### config.mk
export PLATFORM = sky130hd
export DESIGN_NAME = pw_phase_shift_ctrl_flat
export DESIGN_NICKNAME = d
export VERILOG_FILES = /design/src/rtl/pw_phase_shift_ctrl_if.sv /design/src/rtl/pw_phase_shift_ctrl.sv /design/src/flat_wrapper.sv
export SDC_FILE = /design/constraint.sdc
export NUM_CORES = 1
export LEC_CHECK = 0
export BUFFER_PORTS_ARGS = -buffer_cell sky130_fd_sc_hd__buf_2
export CAP_MARGIN = 20
export CORE_MARGIN = 8
export CORE_UTILIZATION = 57
export DETAILED_ROUTE_END_ITERATION = 7
export PLACE_DENSITY = 0.83
export SLEW_MARGIN = 25
export SYNTH_ARGS = -nofsm -noshare
export SYNTH_HDL_FRONTEND = slang
export SYNTH_SLANG_ARGS = --single-unit
### constraint.sdc
create_clock -name usb_clk -period 2.9 [get_ports usb_clk]
set_clock_uncertainty 0.05 [all_clocks]
set_input_delay 0.29 -clock usb_clk [delete_from_list [all_inputs] [get_ports usb_clk]]
set_output_delay 0.29 -clock usb_clk [all_outputs]
set_load 0.02 [all_outputs]
### src/rtl/pw_phase_shift_ctrl_if.sv
// +--------------------------------------------------------------------------+
// | pw_phase_shift_ctrl_if : register-side and MMCM dynamic phase-shift port  |
// | Revision : 1.0                                                            |
// +--------------------------------------------------------------------------+
`default_nettype none

interface pw_phase_shift_ctrl_if #(
    parameter int pSTEP_WIDTH = 11
);
    logic signed [pSTEP_WIDTH-1:0] I_target;
    logic                          I_go;
    logic                          I_locked;
    logic                          psdone;
    logic                          psen;
    logic                          psincdec;
    logic signed [pSTEP_WIDTH-1:0] O_position;
    logic                          O_busy;
    logic                          O_done;
    logic                          O_timeout;

    modport slave (
        input  I_target, I_go, I_locked, psdone,
        output psen, psincdec, O_position, O_busy, O_done, O_timeout
    );

    modport master (
        output I_target, I_go, I_locked, psdone,
        input  psen, psincdec, O_position, O_busy, O_done, O_timeout
    );
endinterface

`default_nettype wire

### src/rtl/pw_phase_shift_ctrl.sv
// +--------------------------------------------------------------------------+
// | pw_phase_shift_ctrl : steps the MMCM phase one psen/psdone at a time      |
// | until the tracked position reaches the clamped target.                    |
// | Revision : 1.0                                                            |
// +--------------------------------------------------------------------------+
`default_nettype none

module pw_phase_shift_ctrl #(
    parameter int pSTEP_WIDTH = 11,
    parameter int pMAX_STEPS  = 1023,
    parameter int pTIMEOUT    = 64
) (
    input  wire logic             usb_clk,
    input  wire logic             reset_i,
    pw_phase_shift_ctrl_if.slave  ps_if
);
    localparam int CW = $clog2(pTIMEOUT + 1);
    localparam logic [1:0] C_IDLE  = 2'd0;
    localparam logic [1:0] C_CHECK = 2'd1;
    localparam logic [1:0] C_PULSE = 2'd2;
    localparam logic [1:0] C_WAIT  = 2'd3;
    localparam logic signed [pSTEP_WIDTH-1:0] C_MAX = pSTEP_WIDTH'(pMAX_STEPS);
    localparam logic signed [pSTEP_WIDTH-1:0] C_MIN = -C_MAX;

    logic [1:0]                    state_q,    state_d;
    logic                          psen_q,     psen_d;
    logic                          psincdec_q, psincdec_d;
    logic signed [pSTEP_WIDTH-1:0] pos_q,      pos_d;
    logic signed [pSTEP_WIDTH-1:0] target_q,   target_d;
    logic                          busy_q,     busy_d;
    logic                          done_q,     done_d;
    logic                          timeout_q,  timeout_d;
    logic [CW-1:0]                 cnt_q,      cnt_d;

    logic signed [pSTEP_WIDTH-1:0] w_target_clamped;
    logic                          w_at_target;
    logic                          w_expired;

    always_comb begin
        w_target_clamped = ps_if.I_target;
        if (ps_if.I_target > C_MAX) begin
            w_target_clamped = C_MAX;
        end else if (ps_if.I_target < C_MIN) begin
            w_target_clamped = C_MIN;
        end
    end

    assign w_at_target = (pos_q == target_q);
    assign w_expired   = (cnt_q == CW'(pTIMEOUT));

    always_ff @(posedge usb_clk) begin
        if (reset_i) begin
            state_q    <= C_IDLE;
            psen_q     <= 1'b0;
            psincdec_q <= 1'b0;
            pos_q      <= '0;
            target_q   <= '0;
            busy_q     <= 1'b0;
            done_q     <= 1'b0;
            timeout_q  <= 1'b0;
            cnt_q      <= '0;
        end else begin
            state_q    <= state_d;
            psen_q     <= psen_d;
            psincdec_q <= psincdec_d;
            pos_q      <= pos_d;
            target_q   <= target_d;
            busy_q     <= busy_d;
            done_q     <= done_d;
            timeout_q  <= timeout_d;
            cnt_q      <= cnt_d;
        end
    end

    always_comb begin
        state_d = state_q;
        case (state_q)
            C_IDLE:  if (ps_if.I_go) state_d = C_CHECK;
            C_CHECK: if (ps_if.I_locked) state_d = w_at_target ? C_IDLE : C_PULSE;
            C_PULSE: state_d = C_WAIT;
            C_WAIT: begin
                if (ps_if.psdone) begin
                    state_d = C_CHECK;
                end else if (w_expired) begin
                    state_d = C_IDLE;
                end
            end
            default: state_d = C_IDLE;
        endcase
    end

    always_comb begin
        psen_d     = 1'b0;
        done_d     = 1'b0;
        psincdec_d = psincdec_q;
        pos_d      = pos_q;
        target_d   = target_q;
        busy_d     = busy_q;
        timeout_d  = timeout_q;
        cnt_d      = cnt_q;
        case (state_q)
            C_IDLE: begin
                if (ps_if.I_go) begin
                    target_d  = w_target_clamped;
                    timeout_d = 1'b0;
                    busy_d    = 1'b1;
                end
            end
            C_CHECK: begin
                if (ps_if.I_locked) begin
                    if (w_at_target) begin
                        busy_d = 1'b0;
                        done_d = 1'b1;
                    end else begin
                        psincdec_d = (target_q > pos_q);
                        psen_d     = 1'b1;
                        cnt_d      = CW'(1);
                    end
                end
            end
            C_PULSE: cnt_d = cnt_q + CW'(1);
            C_WAIT: begin
                // psdone takes priority over an expiring counter
                if (ps_if.psdone) begin
                    pos_d = psincdec_q ? (pos_q + pSTEP_WIDTH'(1)) : (pos_q - pSTEP_WIDTH'(1));
                end else if (w_expired) begin
                    timeout_d = 1'b1;
                    busy_d    = 1'b0;
                end else begin
                    cnt_d = cnt_q + CW'(1);
                end
            end
            default: ;
        endcase
    end

    assign ps_if.psen       = psen_q;
    assign ps_if.psincdec   = psincdec_q;
    assign ps_if.O_position = pos_q;
    assign ps_if.O_busy     = busy_q;
    assign ps_if.O_done     = done_q;
    assign ps_if.O_timeout  = timeout_q;
endmodule

`default_nettype wire

### src/flat_wrapper.sv
// flat-port wrapper written by rule: the top's interface ports become plain ports
module pw_phase_shift_ctrl_flat 
#(
    parameter int pSTEP_WIDTH = 11,
    parameter int pMAX_STEPS  = 1023,
    parameter int pTIMEOUT    = 64
)
  (usb_clk, reset_i, ps_if_I_target, ps_if_I_go, ps_if_I_locked, ps_if_psdone, ps_if_psen, ps_if_psincdec, ps_if_O_position, ps_if_O_busy, ps_if_O_done, ps_if_O_timeout);
  pw_phase_shift_ctrl_if #(.pSTEP_WIDTH(pSTEP_WIDTH)) ps_if_i ();
  input  wire logic usb_clk;
  input  wire logic reset_i;
  input wire logic [$bits(ps_if_i.I_target)-1:0] ps_if_I_target;
  input wire logic [$bits(ps_if_i.I_go)-1:0] ps_if_I_go;
  input wire logic [$bits(ps_if_i.I_locked)-1:0] ps_if_I_locked;
  input wire logic [$bits(ps_if_i.psdone)-1:0] ps_if_psdone;
  output wire logic [$bits(ps_if_i.psen)-1:0] ps_if_psen;
  output wire logic [$bits(ps_if_i.psincdec)-1:0] ps_if_psincdec;
  output wire logic [$bits(ps_if_i.O_position)-1:0] ps_if_O_position;
  output wire logic [$bits(ps_if_i.O_busy)-1:0] ps_if_O_busy;
  output wire logic [$bits(ps_if_i.O_done)-1:0] ps_if_O_done;
  output wire logic [$bits(ps_if_i.O_timeout)-1:0] ps_if_O_timeout;
  assign ps_if_i.I_target = ps_if_I_target;
  assign ps_if_i.I_go = ps_if_I_go;
  assign ps_if_i.I_locked = ps_if_I_locked;
  assign ps_if_i.psdone = ps_if_psdone;
  assign ps_if_psen = ps_if_i.psen;
  assign ps_if_psincdec = ps_if_i.psincdec;
  assign ps_if_O_position = ps_if_i.O_position;
  assign ps_if_O_busy = ps_if_i.O_busy;
  assign ps_if_O_done = ps_if_i.O_done;
  assign ps_if_O_timeout = ps_if_i.O_timeout;
  pw_phase_shift_ctrl #(.pSTEP_WIDTH(pSTEP_WIDTH), .pMAX_STEPS(pMAX_STEPS), .pTIMEOUT(pTIMEOUT)) u_core (.usb_clk(usb_clk), .reset_i(reset_i), .ps_if(ps_if_i));
endmodule
* Word level (Yosys, flattened, before mapping)
Cells that the tools add are included.
** Storage, ports and cells
- Flip-flop bits (word level) :: 36
- Input port bits :: 16
- Output and inout bits :: 16
- Word-level logic and storage cells :: 69
** Operators by class
- Add/subtract/negate cells :: 3
- Magnitude comparators :: 3
- Equal/unequal tests :: 13
- Muxes and demuxes :: 26
- Bitwise logic cells :: 3
- Reduce and logical (&&, ||, !) cells :: 12
** Operators by type and width (number)
- $mux 11 :: 3
- $mux 7 :: 4
- $pmux 7 s3 :: 1
- $add 11x2->11 const B :: 1
- $eq 11x11->1 :: 1
- $gt 11x11->1 :: 1
- $gt 11x11->1 const B :: 1
- $lt 11x11->1 const B :: 1
- $sub 11x2->11 const B :: 1
- $mux 1 :: 10
- $mux 2 :: 5
- $ne 2x2->1 const B :: 5
- $pmux 2 s4 :: 1
- $add 7x1->7 const B :: 1
- $eq 7x7->1 const B :: 1
- $reduce_and 3->1 :: 2
- $reduce_and 6->1 :: 1
- $reduce_bool 3->1 :: 2
- $reduce_and 5->1 :: 1
- $eq 2x2->1 const B :: 2
- $ne 2x1->1 const B :: 2
- $reduce_and 2->1 :: 2
- $reduce_and 4->1 :: 1
- $ne 3x2->1 const B :: 1
- other kinds (7) :: 9

* Logic depth before layout (Yosys ltp)
- Depth after elaboration :: 4
- Mapped depth :: 8

* Worst setup path after synthesis
Ideal clock, no wire load.
- Path kind :: reg-to-reg
- Start point :: register u_core.psincdec_q (netlist: u_core.ps_if.psincdec)
- End point :: register u_core.pos_q[10] (netlist: u_core.ps_if.O_position[10])
- Library setup time :: 0.131 ns
- Arrival time :: 2.089 ns
- Path slack :: 0.630 ns
- Stages on the path, launching flop included :: 8
- Path buffers :: 0
- Clock period less this slack :: 2.270 ns
- Cells stage by stage :: dfxtp_1 inv_1 fa_1 a211o_1 a211oi_4 nor3b_1 nor4_1 nor3_2
** Between the ends
- Word-level cells in the longest chain between the ends :: 1
** Ends and longest elaborated chain
- start, declared :: RTL line pw_phase_shift_ctrl.sv:27 : logic psincdec_q, psincdec_d;
- start signal, assigned :: RTL line pw_phase_shift_ctrl.sv:65 : psincdec_q <= psincdec_d;
- $mux 11 :: RTL line pw_phase_shift_ctrl.sv:125 : pos_d = psincdec_q ? (pos_q + pSTEP_WIDTH'(1)) : (pos_q - pSTEP_WIDTH'(1));
- end signal, assigned :: RTL line pw_phase_shift_ctrl.sv:66 : pos_q <= pos_d;
- end, declared :: RTL line pw_phase_shift_ctrl.sv:28 : logic signed [pSTEP_WIDTH-1:0] pos_q, pos_d;
Every way passes these cells.
A chain may end at the register's enable or synchronous reset.

* Final worst setup path
Same ends and word-level chain as after synthesis.

==> impl_results.md <==
* CTS buffer count at 5
* Gpl congestion at around 0.87
* Ys flop type: dfxtp_1
* Lkg Pwr at 0.00105 uW
* Synthesized cell area at 2220 um^2
* Least-Margin Pin Slew at 0.720 ns
* Syn. warnings at 0
* Max Cap Violations at 0
* Slew Limit Fails at 0
* Yosys cell types at 50
* CP Data Arrival Time at 2.39 ns
* CP top delay family: compound AO/OA/AOI/OAI gates
* Largest net degree at the start of global routing at 37
* Hold Path Class: in2reg
* I/O Buffers at 31
* Peak VDD IR at between 0.3 and 0.4 mV
* Post-synth EDFFs at 0
* Status: finished, final reports clean
* PwrDens at 458 nW/um^2
* Root buffer cell: clkbuf_8
* Fraction of registers with async set/reset at 0%
* Number of global-route vias before repair at 1,825
* Placed wire-length estimate at ~3.8 mm
* Post-cts resize count at 0
* Worst path bufs/invs at 1
* Clk slew on worst S/H paths at 0.07 ns
* Die Height at 78.4 um
* Startpoint Class: flop
* Ant. Diodes at 0
* Chip width at 78.4 um
* DIE AREA at between 6000 and 7000 um^2
* Number of I/O pins at 32
* Synth Area per Inst at 8.34 um^2
* Critical path required time at 3.01 ns
* Kind of critical path: reg2reg
* Antenna violations before repair at 0
* P&R area growth vs syn at 11.3%
* Post-Synth Simple-Gate Area at around a quarter
* Worst Setup End Kind: flop
* Crit-path slowest cell: fa_1
* Hold-fix buffers, CTS at 0
* Syn nets at 306
* Fin crit period at between 2 and 2.5 ns
* CTS tree: yes
* Tot GR Track Use at 16.3%
* Final net count at 332
* Minimum hold slack at 0.237 ns
* Post-Synth XOR/XNOR Area at a little under 4%
* Gr ovfl total at 0
* Largest family of logic cells by synthesized area: simple AND/OR/NAND/NOR gates
* Multiplexer area fraction after synthesis at 0%
* Post-synthesis sequential area ratio at 32.5%
* Core area at 3720 um^2
* Num rows at 22
* Htree depth at 2
* Detail Route Antenna Nets at 0
* Vias/cell at 5.74
* Setup violators final at 0
* Pwr Total at 1130 uW
* Layout cell share with drive strength beyond 1 at 15.4%
* Setup bufs post-CTS at 0
* Drt first-iter violations at 76
* Drt first pass iters at 5
* Starting Density at approximately 60%
* FMAX at 0.437 GHz
* Synth Area in Adders at 13.9%
* Final period utilization at 78.9%
* TritonCTS Sinks at 36
* Final WL at between 4 and 5 mm
* Worst path cell trace: inv_1 -> fa_1 -> a211o_1 -> a211oi_4 -> nor3b_1 -> nor4_1 -> nor3_2
* Core Util, Final at about two thirds
* Unrepaired setup endpoints after global routing: no
* Slew headroom at 51.8%
* Worst skew pair latency at 0.29 ns
* Commonest non-fill, non-tap cell in the layout: dfxtp_1
* DR WL/cell at 14.3 um
* Max incr delay on CP at 0.48 ns
* Mapped Cells at 266
* First-pass GRT wire length at 8.24 mm
* Total number of vias at 1,958
* Compound-Gate Fraction of Synth Area at 20.3%
* Final hold vios at 0
* Most frequent cells in the layout: dfxtp_1 (36), buf_2 (31), nor2_1 (26)
* Synthesized flop and latch total at 36
* Residual DRC count at 0
* CTS Buffer Depth at 2
* Maximum fanout along the worst path at 12
* Setup_tns at 0 ns
power by group:
part	switching [uW]	total, uW	internal (uW)
clock	173	366	194
sequential	18.7	533	515
combinational	136	231	94.6
stage by stage:
step	cell area [um^2]	setup slack (ns)	std cells
after floorplan	2220	0.630	266
after global placement	2380	0.680	333
after detailed placement	2380	0.639	333
after CTS	2470	0.621	341
after global routing	2470	0.461	341
final	2470	0.611	341
worst reg2reg max path, stage by stage, from the launching register on:
cell	delay, ns
dfxtp_1	0.38
inv_1	0.21
fa_1	0.48
a211o_1	0.33
a211oi_4	0.28
nor3b_1	0.10
nor4_1	0.24
nor3_2	0.08
cells by family after synthesis:
kind of cell               Yosys count
xor gates and xnor gates            10
buffers and inverters               31
AOI/OAI and AO/OA                   64
adders and majority gates           24
DFF                                 36
and+or+nand+nor                    101
routing by layer:
metal | GRT usage (%) | routed length [um] | up-vias
met2 | 27.4 | 2390 | 27
li1 | - | - | 1007
met4 | 6.48 | 76 | 0
met5 | 0 | 0 | -
met3 | 4.78 | 213 | 6
met1 | 18.9 | 2210 | 918
synth_stat cells, drive strengths merged, types with 2 or more instances:
| cell | n | area [um^2] |
|---|---|---|
| a211o | 2 | 17.5 |
| nand3b | 10 | 75.1 |
| nor4 | 3 | 18.8 |
| nor2 | 26 | 97.6 |
| o31ai | 4 | 35.0 |
| nand3 | 5 | 25.0 |
| a211oi | 8 | 77.6 |
| a21o | 5 | 37.5 |
| ha | 23 | 288 |
| clkbuf | 8 | 30.0 |
| or2 | 3 | 18.8 |
| nor3b | 2 | 15.0 |
| or3 | 3 | 18.8 |
| a21oi | 25 | 125 |
| xor2 | 6 | 52.6 |
| nand2b | 3 | 18.8 |
| nor3 | 7 | 40.0 |
| nor2b | 2 | 12.5 |
| and3 | 3 | 18.8 |
| buf | 5 | 31.3 |
| inv | 18 | 67.6 |
| xnor2 | 4 | 35.0 |
| o21a | 3 | 22.5 |
| o21ai | 6 | 30.0 |
| or4 | 2 | 15.0 |
| nand2 | 22 | 82.6 |
| dfxtp | 36 | 721 |
| nand4 | 7 | 43.8 |
final timing paths:
kind | slack (ns) | from | end | depth (start not counted)
worst max-delay path | 0.61 | u_core.ps_if.psincdec$_SDFFE_PP0P_ | u_core.ps_if.O_position[10]$_SDFFE_PP0P_ | 7
worst min-delay path | 0.24 | ps_if_I_target[1] | u_core.target_q[1]$_SDFFE_PP0P_ | 3
worst max register to register | 0.61 | u_core.ps_if.psincdec$_SDFFE_PP0P_ | u_core.ps_if.O_position[10]$_SDFFE_PP0P_ | 7
worst min register to register | 0.41 | u_core.target_q[4]$_SDFFE_PP0P_ | u_core.target_q[4]$_SDFFE_PP0P_ | 2
flip-flops by register name, summed over array words and instances (netlist names), named ones only:
signal,cells
u_core.cnt_q,7
u_core.ps_if.O_busy,1
u_core.ps_if.O_done,1
u_core.ps_if.O_position,11
u_core.ps_if.O_timeout,1
u_core.ps_if.psen,1
u_core.ps_if.psincdec,1
u_core.state_q,1
u_core.target_q,11
area by class of cell:
class,instances,area (um^2)
repair buffers,32,163
clock buffers,8,90.1
well taps,48,60.1
multi-input cells,199,1370
fillers,332,1240
flip-flops and latches,36,721
inverters,18,67.6
(Power assumes the default switching activity.)
